$ cat config.mk
export PLATFORM = sky130hd
export DESIGN_NAME = debounce_ctrl
export DESIGN_NICKNAME = d
export VERILOG_FILES = /design/src/rtl/debounce_pkg.sv /design/src/rtl/sync_chain.sv /design/src/rtl/debounce_ctrl.sv
export SDC_FILE = /design/constraint.sdc
export NUM_CORES = 1
export LEC_CHECK = 0
export CAP_MARGIN = 20
export CORE_AREA = 2 2 39 41
export DETAILED_ROUTE_END_ITERATION = 8
export DIE_AREA = 0 0 41 43
export PLACE_DENSITY_LB_ADDON = 0.15
export RECOVER_POWER = 25
export SETUP_SLACK_MARGIN = 0.02
export SLEW_MARGIN = 0
export SYNTH_ARGS = -nofsm -noshare
export SYNTH_HDL_FRONTEND = slang
export SYNTH_HIERARCHICAL = 1
export SYNTH_SLANG_ARGS = --single-unit
export TNS_END_PERCENT = 20
$ cat constraint.sdc
create_clock -name clk -period 1.4 [get_ports clk]
set_input_delay 0.21 -clock clk [delete_from_list [all_inputs] [get_ports clk]]
set_output_delay 0.21 -clock clk [all_outputs]
set_load 0.01 [all_outputs]
$ cat src/rtl/debounce_pkg.sv
// Shared types and defaults for the debounce controller and its synchronizer.
// Holds the FSM state encodings and default parameters.
package debounce_pkg;

   localparam int DEF_SYNC_STAGES   = 2;
   localparam int DEF_STABLE_CYCLES = 10;
   localparam int DEF_CNT_W         = 4;

   typedef logic [1:0] state_t;

   // Fixed encodings; the two wait states sit next to their settled state.
   localparam state_t S_LOW       = 2'b00;
   localparam state_t S_RISE_WAIT = 2'b01;
   localparam state_t S_HIGH      = 2'b10;
   localparam state_t S_FALL_WAIT = 2'b11;

   function automatic state_t reset_state(input bit level);
      return level ? S_HIGH : S_LOW;
   endfunction

endpackage

$ cat src/rtl/sync_chain.sv
// Plain multi-flop synchronizer for one asynchronous input.
// No logic sits between the flops, so the chain stays metastability-safe.
module sync_chain #(
   parameter int SYNC_STAGES = 2,
   parameter bit RESET_LEVEL = 1'b0
) (
   input  logic clk,
   input  logic rst_n,
   input  logic din,
   output logic sync_out
);

   logic [SYNC_STAGES-1:0] stages;

   if (SYNC_STAGES < 2 || SYNC_STAGES > 4) begin : g_bad_stages
      $fatal(1, "sync_chain: SYNC_STAGES must be in 2..4");
   end

   always_ff @(posedge clk or negedge rst_n) begin
      if (!rst_n) begin
         stages <= {SYNC_STAGES{RESET_LEVEL}};
      end else begin
         stages <= {stages[SYNC_STAGES-2:0], din};
      end
   end

   assign sync_out = stages[SYNC_STAGES-1];

endmodule

$ cat src/rtl/debounce_ctrl.sv
// Debounces a raw asynchronous input into a registered level plus edge strobes.
// en_pulse feeds the downstream latch enable so it only captures settled values.
module debounce_ctrl
   import debounce_pkg::*;
#(
   parameter int SYNC_STAGES   = DEF_SYNC_STAGES,
   parameter int STABLE_CYCLES = DEF_STABLE_CYCLES,
   parameter int CNT_W         = DEF_CNT_W,
   parameter bit RESET_LEVEL   = 1'b0
) (
   input  logic clk,
   input  logic rst_n,
   input  logic raw_in,
   output logic db_out,
   output logic rise_pulse,
   output logic fall_pulse,
   output logic en_pulse
);

   localparam logic [CNT_W-1:0] CNT_LAST = CNT_W'(STABLE_CYCLES - 1);
   localparam logic [CNT_W-1:0] CNT_ONE  = CNT_W'(1);
   localparam bit               BYPASS   = (STABLE_CYCLES == 1);

   if (STABLE_CYCLES < 1 || STABLE_CYCLES >= (1 << CNT_W)) begin : g_bad_stable
      $fatal(1, "debounce_ctrl: STABLE_CYCLES must be in 1..2**CNT_W-1");
   end

   logic             sync_in;
   state_t           state;
   state_t           state_nxt;
   logic [CNT_W-1:0] cnt;
   logic [CNT_W-1:0] cnt_nxt;
   logic             db_nxt;
   logic             rise_nxt;
   logic             fall_nxt;

   sync_chain #(
      .SYNC_STAGES (SYNC_STAGES),
      .RESET_LEVEL (RESET_LEVEL)
   ) u_sync (
      .clk      (clk),
      .rst_n    (rst_n),
      .din      (raw_in),
      .sync_out (sync_in)
   );

   // A wait state counts how long sync_in has held the new level; any return
   // to the old level drops straight back and clears the count.
   always_comb begin
      state_nxt = state;
      cnt_nxt   = cnt;
      db_nxt    = db_out;
      rise_nxt  = 1'b0;
      fall_nxt  = 1'b0;
      case (state)
         S_LOW: begin
            if (sync_in) begin
               if (BYPASS) begin
                  state_nxt = S_HIGH;
                  db_nxt    = 1'b1;
                  rise_nxt  = 1'b1;
                  cnt_nxt   = '0;
               end else begin
                  state_nxt = S_RISE_WAIT;
                  cnt_nxt   = CNT_ONE;
               end
            end else begin
               cnt_nxt = '0;
            end
         end
         S_RISE_WAIT: begin
            if (!sync_in) begin
               state_nxt = S_LOW;
               cnt_nxt   = '0;
            end else if (cnt == CNT_LAST) begin
               state_nxt = S_HIGH;
               db_nxt    = 1'b1;
               rise_nxt  = 1'b1;
               cnt_nxt   = '0;
            end else begin
               cnt_nxt = cnt + CNT_ONE;
            end
         end
         S_HIGH: begin
            if (!sync_in) begin
               if (BYPASS) begin
                  state_nxt = S_LOW;
                  db_nxt    = 1'b0;
                  fall_nxt  = 1'b1;
                  cnt_nxt   = '0;
               end else begin
                  state_nxt = S_FALL_WAIT;
                  cnt_nxt   = CNT_ONE;
               end
            end else begin
               cnt_nxt = '0;
            end
         end
         S_FALL_WAIT: begin
            if (sync_in) begin
               state_nxt = S_HIGH;
               cnt_nxt   = '0;
            end else if (cnt == CNT_LAST) begin
               state_nxt = S_LOW;
               db_nxt    = 1'b0;
               fall_nxt  = 1'b1;
               cnt_nxt   = '0;
            end else begin
               cnt_nxt = cnt + CNT_ONE;
            end
         end
         default: begin
            state_nxt = reset_state(RESET_LEVEL);
            cnt_nxt   = '0;
         end
      endcase
   end

   // Every output is a flop, so raw_in never reaches an output combinationally.
   always_ff @(posedge clk or negedge rst_n) begin
      if (!rst_n) begin
         state      <= reset_state(RESET_LEVEL);
         cnt        <= '0;
         db_out     <= RESET_LEVEL;
         rise_pulse <= 1'b0;
         fall_pulse <= 1'b0;
         en_pulse   <= 1'b0;
      end else begin
         state      <= state_nxt;
         cnt        <= cnt_nxt;
         db_out     <= db_nxt;
         rise_pulse <= rise_nxt;
         fall_pulse <= fall_nxt;
         en_pulse   <= rise_nxt | fall_nxt;
      end
   end

endmodule

Word level (Yosys, flattened, before mapping):

Index checks and enable logic that the tools add are counted.

* flip-flop bits (word level): 12
* bits of input ports: 3
* output and inout port bits: 4
* word-level logic and storage cells: 48

* $add $sub $neg: 1
* eq/ne operators: 12
* multiplexer cells: 23
* bitwise gates (word level): 1
* reductions and logical operators: 4

Operator list (count)
* $pmux W4 S4: 1
* $mux W2: 6
* $mux W4: 3
* $mux W1: 11
* $ne A2 B2 Y1 const B: 4
* $pmux W2 S4: 1
* $reduce_and A5 Y1: 1
* $add A4 B1 Y4 const B: 1
* $eq A2 B2 Y1 const B: 2
* $eq A4 B4 Y1 const B: 1
* $ne A2 B1 Y1 const B: 2
* $reduce_and A4 Y1: 1
* $ne A3 B2 Y1 const B: 1
* $ne A3 B3 Y1 const B: 1
* $eq A2 B1 Y1 const B: 1
* $logic_not A2 Y1: 1
* $pmux W1 S2: 1
* $reduce_bool A2 Y1: 1
* $or A1 B1 Y1: 1

Logic depth before layout (Yosys ltp):

Gate-level depths: netlist of run 1.

* depth after elaboration: 5
* gate-level depth with buffers: 5
* gate-level depth less buffers: 5

Cells and area by module:

The synthesis of run 1 kept the hierarchy.

By module, submodules not included
* debounce_ctrl: instances 1, cells each 36, area an instance 424.2 um^2, seq. area each 250.2 um^2
* sync_chain: instances 1, cells each 2, area an instance 50.0 um^2, seq. area each 50.0 um^2

Worst setup path before layout of run 1:

No wires, ideal clock.

* path type: reg2reg
* start: register cnt[0]
* end: register db_out
* setup time: 0.126 ns
* arrival: 0.979 ns
* data required time: 1.274 ns
* setup slack: 0.295 ns
* cell stages (with the launch flop): 5
* buffers on the path: 0
* period minus slack after synthesis: 1.105 ns
* cells stage by stage: dfrtp_1 > ha_1 > and4b_1 > a21oi_1 > a21oi_1

* word-level cells in the longest chain between the ends: 3
* elaborated cells on any way between the ends: 4
* those cells by class: eq/ne (3); reduce/logical (1)

RTL lines
* from (decl): RTL line debounce_ctrl.sv:31 `logic [CNT_W-1:0] cnt;`
* from (signal assigned): RTL line debounce_ctrl.sv:130 `cnt <= cnt_nxt;`
* $eq A4 B4 Y1 *: RTL line debounce_ctrl.sv:75, debounce_ctrl.sv:103
* $ne A2 B2 Y1 (no line)
* $reduce_and A5 Y1 (no line) *
* to (signal assigned): RTL line debounce_ctrl.sv:131 `db_out <= db_nxt;`
* to (decl): RTL line debounce_ctrl.sv:14 `output logic db_out,`

Mark *: on every way between the ends. The rest lies on a longest branch, timed or not.
A chain may end at the register's enable or synchronous reset.

Final worst setup path of run 1:

* start: register rise_pulse
* end: output port rise_pulse

RTL lines
* from (decl): RTL line debounce_ctrl.sv:15 `output logic rise_pulse,`
* from (signal assigned): RTL line debounce_ctrl.sv:132 `rise_pulse <= rise_nxt;`

No word-level cell between the ends.

==> reports/qor.yml, run 1 <==
cpPeakStageDelay_ns: 0.53
cp-startpoint: "rise_pulse"
synth_edf_count: 0
drtPass1Iterations: 4
numCtsBuffers: 3
synth_async_sr_flop_share_pct: 100
reg2reg_slack_ns: 0.17
outcome: "finished, final reports clean"
num_antenna_cells: 0
cp.required_ns: 1.19
clk_pin_slew_ns: 0.07
post_drt_wl_per_cell_microns: 11.2
worst_hold_path_type: "in2async"
start_kind: "flip-flop"
clockRootBuffer: "clkbuf_4"
io_buffer_count: 6
multi_input_area_sq_um: 170
cp-endpoint: "rise_pulse"
grt_max_degree: 13
synth-seq-cells: 12
fmax_mhz: 751
r2r_cells: 5
cts_post_setup_buffers_inserted: 0
seq_area_frac_synth_pct: 63.3
p_leak_uw: 0.000301
crit_family: "buffers and inverters"
grtUsageTotal_pct: 11.8
max_slew_margin_pct: 66.8
antenna_found_initial: 0
syn_nets: 43
fin_tns_setup_ns: 0
drv_cap: 0
start_util_pct: 34.3
die_w_microns: 41
min_period_over_period_pct: 95.1
rr_endpoint: "db_out"
path_depth: 1
setup_viol: 0
critPathCaptureType: "output port"
synth_ff_type: "dfrtp_1"
synth_top_cell_area_share_pct: 63.3
rsz0062_at_grt: "no"
die_y_microns: 43
ys_warn_count: 6
crit_type: "reg2out"
drive_above_1_share_pct: 12.2
pin_count: 7
synth.avg_cell_area_sq_um: 12.5
peakVddDrop_mv: 0.641
crit_chain: "clkdlybuf4s50_1"
cts_buffer_depth: 2
fp-row-count: 14
critical_path_buf_inv_count: 1
final_period_minus_worst_setup_slack_ns: 1.33
skew_ns: 0.00594
drc: 0
ant_nets: 0
clock_latency_ns: 0.26
synth_area_leaders: "dfrtp_1, ha_1, nor2_1"
drt_iter0_markers: 3
worstReg2RegStart: "cnt[1]"
ys_types: 16
drv_slew: 0
fillers: 133
gp_congestion: 0.719
seq_area_sq_um: 300
wirelength_microns: 729
crit_arrival_ns: 1.12
die_area_sq_um: 1760
vias: 308
tightestPinTransition_ns: 0.496
hold_viol_final: 0
p_per_area_nw_per_um2: 1090
grt_pass1_vias: 312
nets: 55
yosysMostFrequentCell: "dfrtp_1"
cts_sinks: 12
syn-cell-area_sq_um: 474
synthTopCellsByCount: "dfrtp_1, nor2_1, a21oi_1, nand2_1"
yosys.area.top_type: "dfrtp_1"
tritoncts: "built"
syn_inst: 38
post-route-cell-area_sq_um: 599
grt_pass1_wl_microns: 1350
grt_overflow: 0
hpwl_microns: 564
core_sq_um: 1380
critPathSlowestCell: "clkdlybuf4s50_1"
syn_to_final_growth_pct: 26.4
drt-vias-per-instance: 4.74
dpl-instance-area_sq_um: 562
holdBufCountCts: 0
crit_fanout: 1
htree_levels: 1
-- layout by cell type (no fill, tap or decap), drive strengths merged, types with 2 or more instances in the layout --
master | synthesis | final
dfrtp | 12 | 12
dlygate4sd3 | 0 | 2
clkbuf | 0 | 4
ha | 2 | 2
nand3b | 2 | 2
xnor2 | 2 | 2
a21oi | 3 | 3
clkdlybuf4s50 | 0 | 2
nor2 | 6 | 6
nand2 | 3 | 3
-- worst min path at each step --
stage | startpoint | endpoint
2_1_floorplan | rst_n | asynchronous set/reset pin
3_3_place_gp | u_sync/stages[0] | u_sync/stages[1]
3_5_place_dp | u_sync/stages[0] | u_sync/stages[1]
4_1_cts | rst_n | db_out
5_1_grt | u_sync/stages[0] | u_sync/stages[1]
6_report | rst_n | db_out
-- layer usage --
layer  share of wire, %  track usage [%]
met5                  0                0
met4                  0             8.00
met3                3.0             3.14
met2                 51             17.2
met1                 46             14.3
-- cells by family (layout without fill, tap and decap cells) --
logic type	count (synthesis)	count (layout)	share of synthesized area, %
and+or+nand+nor	16	16	20.8
DFF	12	12	63.3
AOI/OAI and AO/OA	4	4	4.22
xor gates and xnor gates	3	3	5.54
adders and majority gates	2	2	5.28
buffers and inverters	1	12	0.791
-- power by group --
part	switching, uW	total, uW	internal (uW)
combinational	14.6	29.8	15.2
sequential	8.64	363	355
clock	104	262	158
-- repair_timing --
action,CTS,global route
resized for setup,1,1
endpoints found under the setup margin,1,1
cloned,0,0
-- per-stage QoR --
stage / worst slack [ns] / std cells / utilization, % / hold slack [ns] / total power, uW
finish: 0.0693 / 65 / 43.3 / 0.343 / 655
CTS: 0.0495 / 65 / 43.1 / 0.286 / 669
global route: 0.0262 / 65 / 43.3 / 0.366 / 692
global placement: 0.221 / 61 / 40.6 / 0.342 / 401
floorplan: 0.295 / 38 / - / -0.0856 / 384
detailed placement: 0.184 / 61 / 40.6 / 0.337 / 402
-- registers in the layout, indices dropped and copies added, names as in the netlist, named ones only --
signal and flops:
cnt 4, fall_pulse 1, state 1, rise_pulse 1
db_out 1, en_pulse 1, u_sync/stages 2
-- worst reg2reg max path: stages (launching register included) --
cell and delay [ns]:
dfrtp_1 0.40, inv_1 0.06, ha_1 0.18, nand4b_1 0.19, o21ai_0 0.20, a21oi_1 0.09
-- layout make-up --
class                   instances  share of cell area (%)
flip-flops and latches         12                    50.1
multi-input cells              25                    28.4
clock buffers                   4                    6.05
inverters                       1                   0.626
well taps                      16                    3.34
repair buffers                  7                    11.5
Power figures use the tool's default switching activity.
==> run 2: changes to the inputs <==
SKIP_CTS_REPAIR_TIMING = 1   (was not set)
==> run 2 against run 1 <==
  * Critical path depth did not move
  * First-iteration DRC count rose by 33%
  * Non-clock buffer count did not move
  * Flip-flop and latch count did not move
  * Final area rose by 0.21%
  * Sequential power barely moved
  * Clock power barely moved
==> reports/qor.yml, run 2 (same netlist as run 1, synthesis figures left out) <==
numCtsBuffers: 3
cpPeakStageDelay_ns: 0.53
die_y_microns: 43
ant_nets: 0
clock_latency_ns: 0.27
fp-row-count: 14
num_antenna_cells: 0
largest_reg_flops: 4
post_drt_wl_per_cell_microns: 11.0
cts_sinks: 12
holdWs_ns: 0.342
pin_count: 7
drt-vias-per-instance: 4.74
grt_pass1_vias: 312
die_w_microns: 41
worstReg2RegStart: "cnt[1]"
clockPowerShare_pct: 40.1
skew_ns: 0.00575
final_common_cell: "dfrtp_1"
antenna_found_initial: 0
grtUsageTotal_pct: 11.8
reg_top3: "cnt (4), u_sync/stages (2)"
core_sq_um: 1380
drt_iter0_markers: 4
io_buffer_count: 6
p_comb_share_pct: 4.5
cp.required_ns: 1.19
p_per_area_nw_per_um2: 1090
final_period_minus_worst_setup_slack_ns: 1.33
syn_to_final_growth_pct: 26.6
grt_max_degree: 13
power_uw: 656
start_util_pct: 34.3
htree_levels: 1
hold_viol_final: 0
drc: 0
fmax_mhz: 749
crit_family: "buffers and inverters"
max_slew_margin_pct: 66.8
outcome: "finished, final reports clean"
switching_power_uw: 128
grt_pass1_wl_microns: 1350
rsz0062_at_grt: "yes"
r2r_cells: 5
drtPass1Iterations: 4
worst_hold_path_type: "in2async"
seqPwrFrac_pct: 55.4
gp_congestion: 0.719
start_kind: "flip-flop"
vias: 308
post-route-util_pct: 43.4
drive_above_1_share_pct: 12.2
tritoncts: "built"
sw_frac_of_total_pct: 19.5
crit_type: "reg2out"
crit_arrival_ns: 1.12
grt_overflow: 0
fin_tns_setup_ns: 0
die_area_sq_um: 1760
drv_slew: 0
reg2reg_slack_ns: 0.17
p_leak_uw: 0.000296
crit_chain: "clkdlybuf4s50_1"
rr_endpoint: "db_out"
critPathSlowestCell: "clkdlybuf4s50_1"
layout_common_cells: "dfrtp_1, nor2_1"
clockRootBuffer: "clkbuf_4"
critical_path_buf_inv_count: 1
crit_fanout: 1
clk_pin_slew_ns: 0.07
peakVddDrop_mv: 0.641
drv_cap: 0
hpwl_microns: 564
nets: 55
critPathCaptureType: "output port"
min_period_over_period_pct: 95.3
cellInternalPower_uw: 528
setup_viol: 0
wirelength_microns: 713
tightestPinTransition_ns: 0.497
top_register: "cnt"
cts_buffer_depth: 2
[run 2: worst max path at each step]
stage / start / to / cells after the start
after CTS: db_out / db_out / 1
after floorplan: cnt[0] / db_out / 4
after detailed placement: cnt[1] / db_out / 5
final: rise_pulse / rise_pulse / 1
after global routing: en_pulse / en_pulse / 1
after global placement: cnt[0] / db_out / 4
[run 2: metrics by stage]
| step | area [sq um] | std cells | setup WS [ns] |
|---|---|---|---|
| after floorplan | 474 | 38 | 0.295 |
| after global placement | 562 | 61 | 0.221 |
| after detailed placement | 562 | 61 | 0.184 |
| after CTS | 598 | 65 | 0.00248 |
| after global routing | 601 | 65 | 0.0133 |
| final | 601 | 65 | 0.0654 |
[run 2: area by class of cell]
type	count	area [sq um]
fill	133	783
sequential	12	300
multi-input combinational	25	170
timing repair buffer	7	70.1
clock buffer	4	36.3
tap	16	20.0
inverter	1	3.75
[run 2: power by group through the flow]
stage | Sequential, uW | Clock (uW) | Combinational [uW]
after global routing | 365 | 293 | 34.6
final | 363 | 263 | 29.8
after CTS | 363 | 273 | 31.8
after global placement | 370 | 0 | 31.2
after detailed placement | 370 | 0 | 31.8
after floorplan | 368 | 0 | 15.3
[run 2: metal layers]
| layer | track usage, % | routed length (microns) | part of all wire [%] |
|---|---|---|---|
| met5 | 0 | 0 | 0 |
| met4 | 8.00 | 4 | 0.56 |
| met3 | 3.14 | 28 | 3.9 |
| met2 | 17.2 | 368 | 52 |
| met1 | 14.3 | 311 | 44 |
==> run 3: changes to the inputs <==
ABC_CLOCK_PERIOD_IN_PS = 1400   (was not set)
==> results of run 3 <==
The final DEF is identical to that of run 2; final timing and power are the same.
